===== src/rtl/multicycle_control_fsm.sv =====
// Moore controller sequencing a shared multicycle RISC-V datapath: one datapath action per cycle,
// 3-5 cycles per instruction, stalling in FETCH/MEMREAD/MEMWRITE until MemReady.
module multicycle_control_fsm (
   input  logic       clk,
   input  logic       reset,
   input  logic [6:0] op,
   input  logic [2:0] funct3,
   input  logic       funct7,
   input  logic       Zero,
   input  logic       MemReady,
   output logic       PCWrite,
   output logic       AdrSrc,
   output logic       MemWrite,
   output logic       IRWrite,
   output logic [1:0] ResultSrc,
   output logic [1:0] ALUSrcA,
   output logic [1:0] ALUSrcB,
   output logic [1:0] ImmSrc,
   output logic       RegWrite,
   output logic [2:0] ALUControl,
   output logic       IllegalOp,
   output logic [3:0] State
);

   localparam logic [6:0] OP_LW  = 7'b0000011;
   localparam logic [6:0] OP_SW  = 7'b0100011;
   localparam logic [6:0] OP_R   = 7'b0110011;
   localparam logic [6:0] OP_I   = 7'b0010011;
   localparam logic [6:0] OP_BEQ = 7'b1100011;
   localparam logic [6:0] OP_JAL = 7'b1101111;

   typedef enum logic [3:0] {
      S_FETCH    = 4'd0,
      S_DECODE   = 4'd1,
      S_MEMADR   = 4'd2,
      S_MEMREAD  = 4'd3,
      S_MEMWB    = 4'd4,
      S_MEMWRITE = 4'd5,
      S_EXECR    = 4'd6,
      S_EXECI    = 4'd7,
      S_ALUWB    = 4'd8,
      S_BEQ      = 4'd9,
      S_JAL      = 4'd10
   } state_t;

   typedef enum logic [1:0] {
      ALUOP_ADD   = 2'd0,
      ALUOP_SUB   = 2'd1,
      ALUOP_FUNCT = 2'd2
   } aluop_t;

   state_t state_q, state_d;
   logic   illegal_q, illegal_d;
   aluop_t alu_op;
   logic   pc_we, ir_we, mem_we, reg_we;

   always_ff @(posedge clk) begin
      if (reset) begin
         state_q   <= S_FETCH;
         illegal_q <= 1'b0;
      end else begin
         state_q   <= state_d;
         illegal_q <= illegal_d;
      end
   end

   always_comb begin
      state_d   = S_FETCH;
      illegal_d = 1'b0;
      pc_we     = 1'b0;
      ir_we     = 1'b0;
      mem_we    = 1'b0;
      reg_we    = 1'b0;
      AdrSrc    = 1'b0;
      ResultSrc = 2'b00;
      ALUSrcA   = 2'b00;
      ALUSrcB   = 2'b00;
      alu_op    = ALUOP_ADD;
      case (state_q)
         S_FETCH: begin
            ALUSrcB   = 2'b10;
            ResultSrc = 2'b10;
            ir_we     = MemReady;
            pc_we     = MemReady;
            state_d   = MemReady ? S_DECODE : S_FETCH;
         end
         S_DECODE: begin
            // Branch target is computed here so BEQ only has to compare.
            ALUSrcA = 2'b01;
            ALUSrcB = 2'b01;
            case (op)
               OP_LW, OP_SW: state_d = S_MEMADR;
               OP_R:         state_d = S_EXECR;
               OP_I:         state_d = S_EXECI;
               OP_BEQ:       state_d = S_BEQ;
               OP_JAL:       state_d = S_JAL;
               default: begin
                  state_d   = S_FETCH;
                  illegal_d = 1'b1;
               end
            endcase
         end
         S_MEMADR: begin
            ALUSrcA = 2'b10;
            ALUSrcB = 2'b01;
            state_d = (op == OP_LW) ? S_MEMREAD : S_MEMWRITE;
         end
         S_MEMREAD: begin
            AdrSrc  = 1'b1;
            state_d = MemReady ? S_MEMWB : S_MEMREAD;
         end
         S_MEMWB: begin
            ResultSrc = 2'b01;
            reg_we    = 1'b1;
         end
         S_MEMWRITE: begin
            AdrSrc  = 1'b1;
            mem_we  = 1'b1;
            state_d = MemReady ? S_FETCH : S_MEMWRITE;
         end
         S_EXECR: begin
            ALUSrcA = 2'b10;
            alu_op  = ALUOP_FUNCT;
            state_d = S_ALUWB;
         end
         S_EXECI: begin
            ALUSrcA = 2'b10;
            ALUSrcB = 2'b01;
            alu_op  = ALUOP_FUNCT;
            state_d = S_ALUWB;
         end
         S_ALUWB: reg_we = 1'b1;
         S_BEQ: begin
            ALUSrcA = 2'b10;
            alu_op  = ALUOP_SUB;
            pc_we   = Zero;
         end
         S_JAL: begin
            // Link value OldPC+4 goes through ALUWB; PC takes the target already in ALUOut.
            ALUSrcA = 2'b01;
            ALUSrcB = 2'b10;
            pc_we   = 1'b1;
            state_d = S_ALUWB;
         end
         default: state_d = S_FETCH;
      endcase
   end

   always_comb begin
      ALUControl = 3'b000;
      case (alu_op)
         ALUOP_SUB: ALUControl = 3'b001;
         ALUOP_FUNCT: begin
            case (funct3)
               3'b000:  ALUControl = (op[5] && funct7) ? 3'b001 : 3'b000;
               3'b010:  ALUControl = 3'b101;
               3'b110:  ALUControl = 3'b011;
               3'b111:  ALUControl = 3'b010;
               default: ALUControl = 3'b000;
            endcase
         end
         default: ALUControl = 3'b000;
      endcase
   end

   always_comb begin
      ImmSrc = 2'b00;
      case (op)
         OP_SW:   ImmSrc = 2'b01;
         OP_BEQ:  ImmSrc = 2'b10;
         OP_JAL:  ImmSrc = 2'b11;
         default: ImmSrc = 2'b00;
      endcase
   end

   // Architectural write strobes are masked during reset even mid-instruction.
   assign PCWrite   = pc_we  & ~reset;
   assign IRWrite   = ir_we  & ~reset;
   assign MemWrite  = mem_we & ~reset;
   assign RegWrite  = reg_we & ~reset;
   assign IllegalOp = illegal_q;
   assign State     = state_q;

endmodule


===== config.mk =====
export PLATFORM = sky130hd
export DESIGN_NAME = multicycle_control_fsm
export DESIGN_NICKNAME = d
export VERILOG_FILES = /design/src/rtl/multicycle_control_fsm.sv
export SDC_FILE = /design/constraint.sdc
export NUM_CORES = 1
export LEC_CHECK = 0
export ABC_AREA = 0
export CAP_MARGIN = 20
export CORE_ASPECT_RATIO = 0.9
export CORE_UTILIZATION = 37
export CTS_BUF_LIST = sky130_fd_sc_hd__clkbuf_4
export DETAILED_ROUTE_END_ITERATION = 8
export PLACE_DENSITY = 0.78
export SLEW_MARGIN = 20
export SYNTH_ARGS = -nofsm -noshare
export SYNTH_HDL_FRONTEND = slang
export SYNTH_SLANG_ARGS = --single-unit

===== constraint.sdc =====
create_clock -name clk -period 1.8 [get_ports clk]
set_clock_uncertainty 0.2 [all_clocks]
set_input_delay 0.36 -clock clk [delete_from_list [all_inputs] [get_ports clk]]
set_output_delay 0.36 -clock clk [all_outputs]
set_load 0.02 [all_outputs]

==> metrics.md <==
| Metric | Value |
|---|---|
| Port bufs | 35 |
| CP max-delay cell | dfxtp_4 |
| Post-synthesis net count | approximately 110 |
| Gate power share | 0.450 |
| DR vias/cell | between 6 and 7 |
| Crit. End Element | output port |
| Synth top area cells | dfxtp_1, buf_6, nand2_1 |
| Top-level I/O count | 36 |
| Drt pass-1 iters | 7 |
| Primary FF master, synth | dfxtp_1 |
| Placed cell count | around 180 |
| Antenna cell count | 0 |
| Area Overhead vs Synth | 138% |
| Avg WL per Cell | about 25 µm |
| Largest net degree at the start of global routing | 15 |
| Max-cap violations | 0 |
| Placed Area | between 1000 and 1500 µm² |
| Setup violators final | 16 |
| Clk sink count | 5 |
| Drt drc | 0 |
| Sequential power share | 0.218 |
| Leakage | a little over 0.8 nW |
| Min Hold Slack | 0.330 ns |
| Psw | just under 200 µW |
| Post-synth EDFFs | 0 |
| Die ar. | 2120 µm² |
| Die extent in y | roughly 44 µm |
| Routability Congestion | ~0.82 |
| Clock Power Share | 0.332 |
| DRT iter0 DRCs | 53 |
| # rows | 14 |
| CP Data Arrival Time | 1.71 ns |
| Critical-path cell list | nor2b_4 -> nand2_4 -> inv_2 -> ha_4 -> nand2_4 -> nor4_4 -> buf_4 |
| Cell Int Power | 319 µW |
| Asr flop ratio synth | 0 |
| DRT antenna net count | 0 |
| Die W | around 48 µm |
| Share of layout cells above drive strength 1 | 0.695 |
| Post-Layout Cell Count | between 200 and 250 |
| Synth Instances | 96 |
| Hold crit path type | primary input to register |
| Final Cell Area | ~1700 µm² |
| First-pass GRT wire length | between 5000 and 6000 µm |
| Vias in the first global route | ~1100 |
| Failing checks | setup timing |
| Core outline area | around 1800 µm² |
| F_max | ~440 MHz |
| Register bit total from synthesis | 5 |
| Post-Syn Area | 719 µm² |
| Relative slew slack | 0.751 |
| DP HPWL | ~2000 µm |
| Final period util | 1.26 |
| Root Buffer | clkbuf_4 |
| Overflow after GRT | 0 |
| Register area share after synthesis | 0.139 |
| Post-CTS Hold Fix Bufs | 0 |
| Total routed wirelength | 4990 µm |
| Top-area cell type share of the netlist area | 0.139 |
| Pwr dens | between 200 and 300 nW/µm² |
| Crit Path Class | register to output port |
| TritonCTS buffer count | 3 |
| Worst-path clk slew | approximately 0.06 ns |
| Unrepaired setup endpoints after global routing | true |
| Worst slew pin tran | 0.370 ns |
| Syn_area_per_cell | 7.49 µm² |
| Peak supply drop | approximately 310 µV |
| Clock latency on the worst-skew pair | between 0.2 and 0.3 ns |
| Switch share | 0.377 |
| Pwr Total | approximately 510 µW |
| H-tree Lvls | 1 |
| Final #Nets | 195 |
| Worst path required time | roughly 1.2 ns |
| Max incr delay on CP | between 0.3 and 0.4 ns |
| Synth area leader | dfxtp_1 |
| CP Max Fanout | 4 |
| Final min period | ~2.3 ns |
| Status | finished, violations left |
| Final Hold Vio Count | 0 |
| Post-synthesis cell type count | 35 |
| PnR worst setup slack | -0.471 ns |
| Vias | ~1300 |
| Total Routing Usage GR | 0.350 |
| Most used cell, CP | nand2_4 |
| Critical path startpoint category | register |
| CTS tree | yes |
| Synth warn | 0 |
| Clock Tree Buf Depth | 2 |
| Initial antenna violation count | 0 |
| Slew Viols, Final | 0 |
| Starting density of the core | 0.411 |
[routing by layer]
layer / share of wire / track usage / wire, µm / vias to the layer above
li1: - / - / - / 509
met3: 0.14 / 0.0491 / 684 / 65
met5: 0 / 0 / 0 / -
met4: 0.094 / 0.188 / 471 / 0
met2: 0.44 / 0.682 / 2210 / 152
met1: 0.33 / 0.372 / 1620 / 581
[flip-flops by register name, indices dropped and copies added, names as in the netlist]
name,flops
State,4
IllegalOp,1
[synthesized netlist by cell type (2+ instances only)]
cell	n
nor4_1	3
a31oi_1	2
nand2_1	11
nor2_1	11
inv_1	4
buf_6	5
dfxtp_1	5
a21oi_1	4
and2b_4	2
a31o_1	2
nor3b_2	2
xor2_1	2
nand3_1	2
ha_1	2
a211oi_1	4
nor3_1	7
o21ai_0	3
nor2b_1	3
nand2b_1	6
[path summary, 6_finish.rpt]
path | depth (start not counted) | from | to | slack (ns)
hold / removal | 3 | reset | State[3]$_SDFF_PP0_ | 0.33
hold reg to reg | 2 | State[2]$_SDFF_PP0_ | State[3]$_SDFF_PP0_ | 0.57
setup reg to reg | 7 | State[0]$_SDFF_PP0_ | State[0]$_SDFF_PP0_ | 0.07
setup / recovery | 7 | State[2]$_SDFF_PP0_ | ALUControl[2] | -0.47
[placed cells by master, fill, tap and decap left out, drive strengths merged, types with 2 or more instances in the layout]
master and instances:
clkdlybuf4s50 7, nor3 8, nor2b 4, nor3b 3, ha 2, a31o 2
clkbuf 8, and2b 2, o21ai 4, nand2b 7, clkdlybuf4s15 2, a21oi 4
xor2 2, inv 4, nor2 12, nor4 3, a31oi 2, buf 65
nand2 11, nand3 2, dfxtp 5, a211oi 5, dlygate4sd2 3
[final cells by class]
class                      instances  area [µm²]
timing repair buffer              82         733
tap                               24        30.0
clock buffer                       4        30.0
inverter                           4        15.0
multi-input combinational         82         791
fill                              23        37.5
sequential                         5         115
[power by group through the flow]
| stage | sequential [mW] | clock, mW | combinational (mW) |
|---|---|---|---|
| after CTS | 0.111 | 0.151 | 0.184 |
| after global placement | 0.114 | 0 | 0.169 |
| after global routing | 0.111 | 0.171 | 0.235 |
| final | 0.112 | 0.170 | 0.231 |
| after floorplan | 0.118 | 0 | 0.0658 |
| after detailed placement | 0.114 | 0 | 0.174 |
[worst max-delay path: cells and delay by family (launching register included)]
kind	cells	cell delay (ns)
simple gates	4	0.63
flops	1	0.39
buf+inv	2	0.27
fa+ha+maj	1	0.16
[cells by family (layout without fill, tap and decap cells)]
kind of cell / after synthesis / count (layout) / synth area share
buffers and inverters: 9 / 90 / 0.0991
AO/OA/AOI/OAI: 20 / 20 / 0.200
AND/OR/NAND/NOR: 57 / 57 / 0.490
flip-flops: 5 / 5 / 0.139
XOR/XNOR: 3 / 3 / 0.0365
adder cells (fa/ha/maj): 2 / 2 / 0.0348
[per-stage QoR]
step	util	TNS, ns	setup slack [ns]
floorplan	-	-0.295	-0.150
global placement	0.791	-7.31	-0.733
detailed placement	0.791	-7.94	-0.780
CTS	0.892	-2.07	-0.323
global route	0.979	-3.02	-0.506
finish	0.979	-2.74	-0.471
[timing repair]
| item | 4_1_cts | 5_1_grt |
|---|---|---|
| endpoints found under the hold margin | 0 | 0 |
| setup endpoints to repair | 21 | 16 |
| pin swaps | 11 | 12 |
| buffers inserted | 9 | 7 |
| cloned | 1 | 0 |
| resized for setup | 132 | 37 |
Note: power is estimated with default switching activity, not from simulation.
